### config.mk
export PLATFORM = sky130hd
export DESIGN_NAME = frame_decommutator
export DESIGN_NICKNAME = d
export VERILOG_FILES = /design/src/rtl/frame_decommutator.sv
export SDC_FILE = /design/constraint.sdc
export NUM_CORES = 1
export LEC_CHECK = 0
export ABC_CLOCK_PERIOD_IN_PS = 2700
export CAP_MARGIN = 20
export CORE_ASPECT_RATIO = 0.5
export CORE_MARGIN = 3
export CORE_UTILIZATION = 26
export CTS_CLUSTER_DIAMETER = 50
export DETAILED_ROUTE_END_ITERATION = 7
export GPL_TIMING_DRIVEN = 0
export REMOVE_ABC_BUFFERS = 1
export SYNTH_ARGS = -nofsm -noshare
export SYNTH_HDL_FRONTEND = slang
export SYNTH_SLANG_ARGS = --single-unit
### constraint.sdc
create_clock -name clk -period 2.7 [get_ports clk]
set_input_delay 0.54 -clock clk [delete_from_list [all_inputs] [get_ports clk]]
set_output_delay 0.54 -clock clk [all_outputs]
set_load 0.05 [all_outputs]
### src/rtl/frame_decommutator.sv
// Frame decommutator: parses {F,ch}/len/payload byte frames into wide output frames.
// Optional saturating error counter enabled by defining FRAME_DECOMM_ERRCNT_EN.
module frame_decommutator #(
   parameter int NUM_CH  = 3,
   parameter int MAX_LEN = 9
) (
   input  logic                   clk,
   input  logic                   arst,
   input  logic                   in_valid,
   input  logic [7:0]             in_data,
   output logic                   out_valid,
   output logic [3:0]             out_channel,
   output logic [3:0]             out_len,
   output logic [8*MAX_LEN-1:0]   out_data,
   output logic                   frame_err,
   output logic [7:0]             err_count
);

   typedef enum logic [1:0] {HUNT, LEN, PAYLOAD} state_t;

   localparam logic [3:0] NUM_CH_L  = 4'(NUM_CH);
   localparam logic [7:0] MAX_LEN_L = 8'(MAX_LEN);
   localparam int         W         = 8*MAX_LEN;

   state_t         state_q, state_d;
   logic [3:0]     ch_q, ch_d;
   logic [3:0]     len_q, len_d;
   logic [3:0]     idx_q, idx_d;
   logic [W-1:0]   asm_q, asm_d;
   logic           out_valid_q, out_valid_d;
   logic [3:0]     out_channel_q, out_channel_d;
   logic [3:0]     out_len_q, out_len_d;
   logic [W-1:0]   out_data_q, out_data_d;
   logic           frame_err_q, frame_err_d;

   always_comb begin
      state_d       = state_q;
      ch_d          = ch_q;
      len_d         = len_q;
      idx_d         = idx_q;
      asm_d         = asm_q;
      out_valid_d   = 1'b0;
      out_channel_d = out_channel_q;
      out_len_d     = out_len_q;
      out_data_d    = out_data_q;
      frame_err_d   = 1'b0;
      if (in_valid) begin
         case (state_q)
            HUNT: begin
               if (in_data[7:4] == 4'hF && (in_data[3:0] == 4'hF || in_data[3:0] < NUM_CH_L)) begin
                  ch_d    = in_data[3:0];
                  state_d = LEN;
               end else begin
                  frame_err_d = 1'b1;
               end
            end
            LEN: begin
               state_d = HUNT;
               if (ch_q == 4'hF) begin
                  if (in_data != 8'd0) frame_err_d = 1'b1;
               end else if (in_data == 8'd0) begin
                  out_valid_d   = 1'b1;
                  out_channel_d = ch_q;
                  out_len_d     = '0;
                  out_data_d    = '0;
               end else if (in_data > MAX_LEN_L) begin
                  frame_err_d = 1'b1;
               end else begin
                  len_d   = in_data[3:0];
                  asm_d   = '0;
                  idx_d   = '0;
                  state_d = PAYLOAD;
               end
            end
            PAYLOAD: begin
               for (int unsigned k = 0; k < MAX_LEN; k++) begin
                  if (idx_q == 4'(k)) asm_d[8*k +: 8] = in_data;
               end
               idx_d = idx_q + 4'd1;
               // The final byte is forwarded straight from asm_d so no extra cycle is spent.
               if (idx_q == len_q - 4'd1) begin
                  out_valid_d   = 1'b1;
                  out_channel_d = ch_q;
                  out_len_d     = len_q;
                  out_data_d    = asm_d;
                  idx_d         = '0;
                  state_d       = HUNT;
               end
            end
            default: state_d = HUNT;
         endcase
      end
   end

   always_ff @(posedge clk) begin
      if (arst) begin
         state_q       <= HUNT;
         ch_q          <= '0;
         len_q         <= '0;
         idx_q         <= '0;
         asm_q         <= '0;
         out_valid_q   <= 1'b0;
         out_channel_q <= '0;
         out_len_q     <= '0;
         out_data_q    <= '0;
         frame_err_q   <= 1'b0;
      end else begin
         state_q       <= state_d;
         ch_q          <= ch_d;
         len_q         <= len_d;
         idx_q         <= idx_d;
         asm_q         <= asm_d;
         out_valid_q   <= out_valid_d;
         out_channel_q <= out_channel_d;
         out_len_q     <= out_len_d;
         out_data_q    <= out_data_d;
         frame_err_q   <= frame_err_d;
      end
   end

`ifdef FRAME_DECOMM_ERRCNT_EN
   logic [7:0] err_count_q, err_count_d;

   always_comb begin
      err_count_d = err_count_q;
      if (frame_err_d && err_count_q != 8'hFF) err_count_d = err_count_q + 8'd1;
   end

   always_ff @(posedge clk) begin
      if (arst) err_count_q <= '0;
      else      err_count_q <= err_count_d;
   end

   assign err_count = err_count_q;
`else
   assign err_count = '0;
`endif

   assign out_valid   = out_valid_q;
   assign out_channel = out_channel_q;
   assign out_len     = out_len_q;
   assign out_data    = out_data_q;
   assign frame_err   = frame_err_q;

endmodule

# Word-level counts from Yosys, hierarchy flattened
# Cells that the tools add are included.
[word_totals] regBits=168 input_bits=11 out_inout_bits=90 word_cells=97
[op_classes] addsub=2 n_eq_ne=20 order_cmp=2 n_bitwise=4 muxes=46 n_reduce_logical=13
[op_table] op="$mux 72" count=6
[op_table] op="$pmux 72 s2" count=2
[op_table] op="$mux 8" count=9
[op_table] op="$mux 4" count=10
[op_table] op="$pmux 4 s2" count=3
[op_table] op="$eq 4x3->1 const B" count=4
[op_table] op="$eq 4x4->1 const B" count=4
[op_table] op="$reduce_and 5->1" count=3
[op_table] op="$ne 2x2->1 const B" count=6
[op_table] op="$mux 2" count=5
[op_table] op="$eq 4x2->1 const B" count=2
[op_table] op="$gt 8x4->1 const B" count=1
[op_table] op="$logic_not 8->1" count=1
[op_table] op="$mux 1" count=8
[op_table] op="$reduce_bool 8->1" count=1
[op_table] op="$pmux 2 s3" count=1
[op_table] op="$reduce_and 3->1" count=2
[op_table] op="$add 4x1->4 const B" count=1
[op_table] op="$eq 4x1->1 const B" count=1
[op_table] op="$eq 4x4->1" count=1
[op_table] op="$logic_not 4->1" count=1
[op_table] op="$lt 4x2->1 const B" count=1
[op_table] op="$not 1->1" count=4
[op_table] op="$pmux 1 s2" count=2
[op_table] op="other kinds (8)" count=8

# Longest topological paths before layout
# Gate-level depths: netlist of run 1.
[logic_depth] word_depth=5 depth_mapped=10 mapped_depth_nobuf=7

# Worst setup path after synthesis of run 1
# Ideal clock, no wire load.
[synth_timing] path_type="input port to flip-flop" start="in in_data[1]" end="reg asm_q[14]" setup_ps=117 path_stages=8 arrival_time_ps=2216 setup_slack_ps=368 cell_sequence="buf_2 -> or4_4 -> and3_1 -> a22o_1 -> buf_6 -> and3_4 -> buf_6 -> a22o_1"
[synth_via] elab_chain_cells=3 elab_cells_between_ends=5
[synth_rtl] item="from (decl)" line="10" text="input logic [7:0] in_data,"
[synth_rtl] item="$gt 8x4->1 or $logic_not 8->1 (tied branches)" line="66, 61"
[synth_rtl] item="$ne 2x2->1 (no source line)"
[synth_rtl] item="$reduce_and 5->1 (no source line) (*)"
[synth_rtl] item="to (signal assigned)" line="112" text="asm_q <= asm_d;"
[synth_rtl] item="to (decl)" line="29" text="logic [W-1:0] asm_q, asm_d;"
# Mark *: on every way between the ends. The rest lies on a longest branch, timed or not.
# A chain may end at the register's enable or synchronous reset.

# Worst setup path in the final report of run 1
[layout_timing] start="in in_data[0]" end="reg asm_q[25]"
# Same word-level chain as after synthesis.

==> results of run 1 <==
## sequential cells by signal (all words and copies together) (netlist names)
signal       cells
frame_err        1
ch_q             4
len_q            4
out_valid        1
idx_q            4
out_len          4
out_data        72
out_channel      4
state_q          2
asm_q           72
## cell families (layout without fill, tap and decap cells)
kind of cell	count (synthesis)	after routing
adders and majority gates	8	8
xor gates and xnor gates	5	5
muxes	80	80
other	1	8
DFF	168	168
AOI/OAI and AO/OA	191	191
buffers and inverters	72	147
and+or+nand+nor	83	83
## how the worst min path moves through the flow
stage          depth (start not counted)           end    startpoint  slack [ns]
2_1_floorplan                          1      asm_q[0]      asm_q[0]        0.44
4_1_cts                                1  out_data[10]  out_data[10]        0.46
3_3_place_gp                           1  out_data[13]  out_data[13]        0.45
3_5_place_dp                           1  out_data[10]  out_data[10]        0.45
6_report                               1  out_data[10]  out_data[10]        0.46
5_1_grt                                1    out_len[1]    out_len[1]        0.48
## through the flow
step	power [mW]	setup slack, ns	util	TNS, ns
after floorplan	2.61	-2.04	-	-154.24
after global placement	2.70	-5.09	0.308	-493.30
after detailed placement	2.71	-1.07	0.315	-141.53
after CTS	4.98	0.0215	0.337	0
after global routing	5.08	0.0472	0.337	0
final	4.95	0.106	0.337	0
## layer usage
| metal | vias to the layer above | wire [um] |
|---|---|---|
| met5 | - | 0 |
| met4 | 0 | 245 |
| met3 | 17 | 878 |
| met2 | 87 | 9280 |
| met1 | 2516 | 8640 |
| li1 | 2421 | - |
## layout make-up
type | count | area (um2)
Fill cell | 2534 | 16900
Sequential cell | 168 | 3360
Multi-Input combinational cell | 375 | 3150
Timing Repair Buffer | 103 | 1080
Clock buffer | 21 | 460
Tap cell | 344 | 430
Clock inverter | 11 | 87.6
Inverter | 12 | 45.0
## layout by cell type (no fill, tap or decap), drive strengths merged, types with 9 or more instances in the layout
cell           count
clkbuf            24
mux2i             80
nand2             21
dfxtp            168
a21oi             20
nor2              22
nand4              9
buf               12
inv               16
o2bb2ai           76
clkdlybuf4s50     83
and3              11
a22o              73
## repair_timing
item,in CTS,in global routing
pin swaps,2,0
setup buffers,3,0
endpoints found under the setup margin,152,28
gates resized for setup,17,7
## power by group through the flow
stage	clock network (mW)	logic, mW	registers, mW
after detailed placement	0	0.179	2.54
after floorplan	0	0.0745	2.54
after global placement	0	0.165	2.54
final	2.29	0.180	2.48
after CTS	2.33	0.178	2.48
after global routing	2.42	0.191	2.48
==> impl_results.md, run 1 <==
* Post-Synth Adder-Cell Area at 0.0146
* Final hold slack at 0.463 ns
* Clock transition at path regs at 0.06 ns
* EDFF count, synth at 0
* Die Width at 236 um
* Die Area at roughly 0.028 mm2
* Endpoint class of the critical path: flip-flop
* Ant diodes at 0
* GR Util met3 at 0.0399
* DP HPWL at roughly 12 mm
* Cell count after synthesis at around 610
* FMAX at 386 MHz
* Pwr per Cell Area at 574 mW/mm2
* CP endpoint: asm_q[25]
* Critical-path cell list: clkdlybuf4s15_2, or4_4, and3_1, a22o_2, buf_16, and3_4, a22o_1
* Number of CTS-inserted buffers at 17
* Peak VDD IR at roughly 430 uV
* Hold Crit Class: reg -> reg
* Met1 track demand over resource at 0.166
* Worst Setup SP: in_data[0]
* Die H at 121 um
* Data required, critical path at about 3.0 ns
* Slew @ Worst Pin at around 0.73 ns
* Ys async rst share at 0
* Worst Reg-to-Reg Cells at 7
* Synth warn at 0
* GPL Wtd Cong at 0.740
* Slowest-stage cell, CP: or4_4
* Mux cell area share after synthesis at 0.117
* Leading post-synthesis cells by cell area: dfxtp_1 49%, mux2i_1 12%, o2bb2ai_1 9.7%
* IO buf count at 92
* Layout Nets at 696
* Initial antenna violation count at 0
* CTS Root Cell: clkbuf_16
* Synth cell count leaders: 168 x dfxtp_1, 80 x mux2i_1, 76 x o2bb2ai_1
* Placed Area at slightly above 0.008 mm2
* All-Layer GR Usage at 0.133
* Clock skew at 0.0161 ns
* Switching power at between 1 and 1.5 mW
* # H-tree levels at 4
* WP data arrival at 2.91 ns
* Top-area cell type share of the netlist area at 0.491
* Bufs on Longest Clock Path at 2
* I/O Pins at 101
* Initial Util at 0.268
* Post-Synth Simple-Gate Area at 0.0661
* Sequential share of the synthesized area at 0.491
* Largest area contributor in the netlist: dfxtp_1
* Clock power share at 0.463
* Hold Violations, Final at 0
* Detail Route Antenna Nets at 0
* DRT iter0 DRCs at 336
* Status: complete, no violations
* Int Power at 3.76 mW
* Top Family by Delay on Critical Path: simple AND/OR/NAND/NOR gates
* Largest family of logic cells by synthesized area: compound AO/OA/AOI/OAI gates
* Design Area, Final at 0.00862 mm2
* Startpoint Class: primary input
* Grt peak-use layer: met2
* CTS tree: built
* Compound-Gate Fraction of Synth Area at 0.244
* Crit path time final at 2.59 ns
* Post-CTS Hold Fix Bufs at 0
* WL/cell at 18.4 um
* Area grow syn2layout at 25.7%
* Worst-path maximum fanout at 17
* #FFs+latches synth at 168
* R2r endpoint: asm_q[25]
* Ys flop type: dfxtp_1
* Worst path max stage delay at between 0.6 and 0.7 ns
* Buffers & Inverters on Critical Path at 2
* Routing usage on met2 at 0.220
* First-pass DRT Iterations at 6
* CP Depth at 7
* Number of global-route vias before repair at approximately 5000
* Net Sw Frac at 0.240
* Mapped Area at between 0.006 and 0.007 mm2
* Max Cap Violations at 0
* Yosys cell types at 45
* Placed cell count at 999
* Total Routed Length at 19.0 mm
* Largest net degree at the start of global routing at 36
* Reg-to-reg critical path startpoint: state_q[0]
* Final setup fails at 0
* Reg2reg setup slack at 0.24 ns
* Vias post-DR at 5041
* Count leader, synth: dfxtp_1
* Setup CP Type: in -> reg
* Sink Count at 168
* Core Rows at 41
* Syn_area_per_cell at about 11 um2
* Vias/cell at 4.88
* Pleak at 3.35 nW
* Clk_lat worst skew at 0.43 ns
* Layout Cells excl Fill at 1034
* # DRC at 0
* Layout cells sized above 1 at 0.104
* Total gr overflow at 0
* Fin. max-slew vios at 0
* Core area at 0.0255 mm2
* Combinational share of power at 0.036
* Post-Synth XOR/XNOR Area at 0.00858
* RSZ-0062 raised after global routing: no
* First-pass GRT wire length at about 30 mm
* Period utilisation layout at 0.961
* Slew Limit Headroom at 0.511
* Part of the power in registers at 0.501
Note: power is estimated with default switching activity, not from simulation.
==> inputs of run 2 (changes only) <==
--- a/config.mk
+++ b/config.mk
@@ -12,7 +12,6 @@
 export CORE_UTILIZATION = 26
 export CTS_CLUSTER_DIAMETER = 50
 export DETAILED_ROUTE_END_ITERATION = 7
-export GPL_TIMING_DRIVEN = 0
 export REMOVE_ABC_BUFFERS = 1
 export SYNTH_ARGS = -nofsm -noshare
 export SYNTH_HDL_FRONTEND = slang
==> run 2 against run 1 <==
Against the previous run: total power is 1.3% higher; first-iteration DRC count is 0.89% lower; clock skew is 0.0049 ns lower; largest power group unchanged; clock power is 2% higher; sequential power hardly changed; final area is 1.4% higher; utilization is 0.47 points higher; largest cell class unchanged.
==> impl_results.md, run 2 (synthesis gave the netlist of run 1 again) <==
* Vias/cell at 4.99 (was 4.88)
* Worst-path maximum fanout at 18 (was 17)
* TNS Setup at 0 ns (unchanged)
* Slew Limit Headroom at 0.446 (was 0.511)
* Pleak at 3.42 nW (was 3.35 nW)
* WP data arrival at 2.81 ns (was 2.91 ns)
* CTS tree: built (unchanged)
* WHS Path Cells at 1 (unchanged)
* Max Cap Violations at 0 (unchanged)
* Slew @ Worst Pin at 0.827 ns (was 0.734 ns)
* Reg2reg setup slack at 0.47 ns (was 0.24 ns)
* DP HPWL at 14.0 mm (was 12.4 mm)
* Vias post-DR at 5263 (was 5041)
* Die H at 121 um (unchanged)
* Post-route setup slack at 0.210 ns (was 0.106 ns)
* Startpoint Class: primary input (unchanged)
* Sink Count at 168 (unchanged)
* Setup CP Type: in -> reg (unchanged)
* WL/cell at 19.3 um (was 18.4 um)
* R2r endpoint: out_data[6] (was asm_q[25])
* Hold Crit Class: reg -> reg (unchanged)
* Number of CTS-inserted buffers at 17 (unchanged)
* RSZ-0062 raised after global routing: no (unchanged)
* Most common cell after layout, fill and taps aside: dfxtp_1 (unchanged)
* Number of global-route vias before repair at 5287 (was 5071)
* Core Rows at 41 (unchanged)
* Clock transition at path regs at 0.07 ns (was 0.06 ns)
* GPL Wtd Cong at 0.863 (was 0.740)
* Clk_lat worst skew at 0.43 ns (about the same)
* Largest net degree at the start of global routing at 40 (was 36)
* Ant diodes at 0 (unchanged)
* CTS Root Cell: clkbuf_16 (unchanged)
* First-pass GRT wire length at 31.7 mm (was 29.4 mm)
* Placed cell count at 1024 (was 999)
* Peak VDD IR at 433 uV (was 434 uV)
* FMAX at 402 MHz (was 386 MHz)
* Worst path max stage delay at 0.62 ns (was 0.65 ns)
* Reg-to-reg critical path startpoint: len_q[0] (was state_q[0])
* Clock skew at 0.0112 ns (was 0.0161 ns)
* Total Routed Length at 20.3 mm (was 19.0 mm)
* All-Layer GR Usage at 0.143 (was 0.133)
* PnR Total Power at 5.01 mW (was 4.95 mW)
* Fin. max-slew vios at 0 (unchanged)
* Die Area at 0.0285 mm2 (unchanged)
* # DRC at 0 (unchanged)
* Area grow syn2layout at 27.5% (was 25.7%)
* First-pass DRT Iterations at 7 (was 6)
* Initial antenna violation count at 0 (unchanged)
* Slowest-stage cell, CP: clkdlybuf4s50_1 (was or4_4)
* Hold Violations, Final at 0 (unchanged)
* Status: complete, no violations (unchanged)
* Detail Route Antenna Nets at 0 (unchanged)
* Final hold slack at 0.465 ns (was 0.463 ns)
* Total gr overflow at 0 (unchanged)
* Worst Reg-to-Reg Cells at 8 (was 7)
* Initial Util at 0.268 (unchanged)
* Pwr per Cell Area at 574 mW/mm2 (about the same)
* Layout Cells excl Fill at 1055 (was 1034)
* Post_cts resized at 0 (was 17)
* Final setup fails at 0 (unchanged)
* WHS Endpoint: out_data[32] (was out_data[10])
* Bufs on Longest Clock Path at 2 (unchanged)
* Most frequent CP cell: a22o_1
* Min-delay src: out_data[32] (was out_data[10])
* Endpoint class of the critical path: flip-flop (unchanged)
* Most frequent cells in the layout: 168 x dfxtp_1, 91 x clkdlybuf4s50_1, 80 x mux2i_1 (was 168 x dfxtp_1, 83 x clkdlybuf4s50_1, 80 x mux2i_1)
* Post-CTS Hold Fix Bufs at 0 (unchanged)
* Postcts setup bufs at 0 (was 3)
* I/O Pins at 101 (unchanged)
* # H-tree levels at 4 (unchanged)
* Core area at 0.0255 mm2 (unchanged)
* DRT iter0 DRCs at 333 (was 336)
* Layout cells sized above 1 at 0.118 (was 0.104)
* Die Width at 236 um (unchanged)
* Layout Nets at 718 (was 696)
* Crit path time final at 2.49 ns (was 2.59 ns)
* Period utilisation layout at 0.922 (was 0.961)
* Critical-path cell list: clkdlybuf4s50_1, buf_4, o21ai_0, and3_1, a22o_1, buf_12, and3_4, a22o_1 (was clkdlybuf4s15_2, or4_4, and3_1, a22o_2, buf_16, and3_4, a22o_1)
* Data required, critical path at 3.02 ns (about the same)
* Worst slack at placement at -0.230 ns (was -1.07 ns)
* IO buf count at 92 (unchanged)
[run 2: cell types whose count changed in the layout (fill, tap and decap cells not counted), moves of 3 or more]
cell             delta
buf_4              +26
clkdlybuf4s50_1     +8
buf_12              +3
buf_16              -3
buf_8               -3
clkbuf_2            -3
clkdlybuf4s15_2     -3
clkinv_4            -3
clkinvlp_4          +3
[run 2: report_power, final]
part           internal (mW)  switching (mW)
Sequential              2.48        0.000659
Combinational         0.0549           0.146
Clock                   1.32            1.01
[run 2: through the flow]
step / util / cell area [um2]
after detailed placement: 0.320 / 8180
after global routing: 0.342 / 8740
after floorplan: - / 6520
after CTS: 0.342 / 8740
final: 0.342 / 8740
after global placement: 0.320 / 8180
[run 2: layout make-up]
class	instances	area, um2
clock buffer	21	460
clock inverter	10	96.3
timing repair buffer	125	1210
tap	344	430
inverter	12	45.0
multi-input combinational	375	3130
sequential	168	3360
fill	2501	16800
[run 2: worst max-delay path by stage]
stage	slack, ns	startpoint	to
after detailed placement	-0.23	in_data[0]	asm_q[51]
after CTS	0.22	in_data[0]	asm_q[51]
final	0.21	in_data[2]	asm_q[51]
after global placement	-0.26	in_data[0]	asm_q[51]
after floorplan	-2.04	state_q[0]	out_data[60]
after global routing	0.12	in_data[4]	asm_q[19]
[run 2: critical path, delay by kind of cell]
kind	cells	cell delay, ns
buffers and inverters	3	1.14
AO/OA/AOI/OAI	3	0.63
AND/OR/NAND/NOR	2	0.49
[run 2: per-layer routing]
metal  vias up  part of all wire  track usage
li1       2468                 -            -
met1      2660              0.48        0.192
met2       115              0.46        0.229
met3        20             0.048       0.0392
met4         0             0.011       0.0364
met5         -                 0            0
==> inputs of run 3 (changes only) <==
--- a/config.mk
+++ b/config.mk
@@ -11,6 +11,7 @@
 export CORE_MARGIN = 3
 export CORE_UTILIZATION = 26
 export CTS_CLUSTER_DIAMETER = 50
+export CTS_CLUSTER_SIZE = 30
 export DETAILED_ROUTE_END_ITERATION = 7
 export REMOVE_ABC_BUFFERS = 1
 export SYNTH_ARGS = -nofsm -noshare
==> results of run 3 <==
Final layout, timing and power as in run 2 (identical DEF).
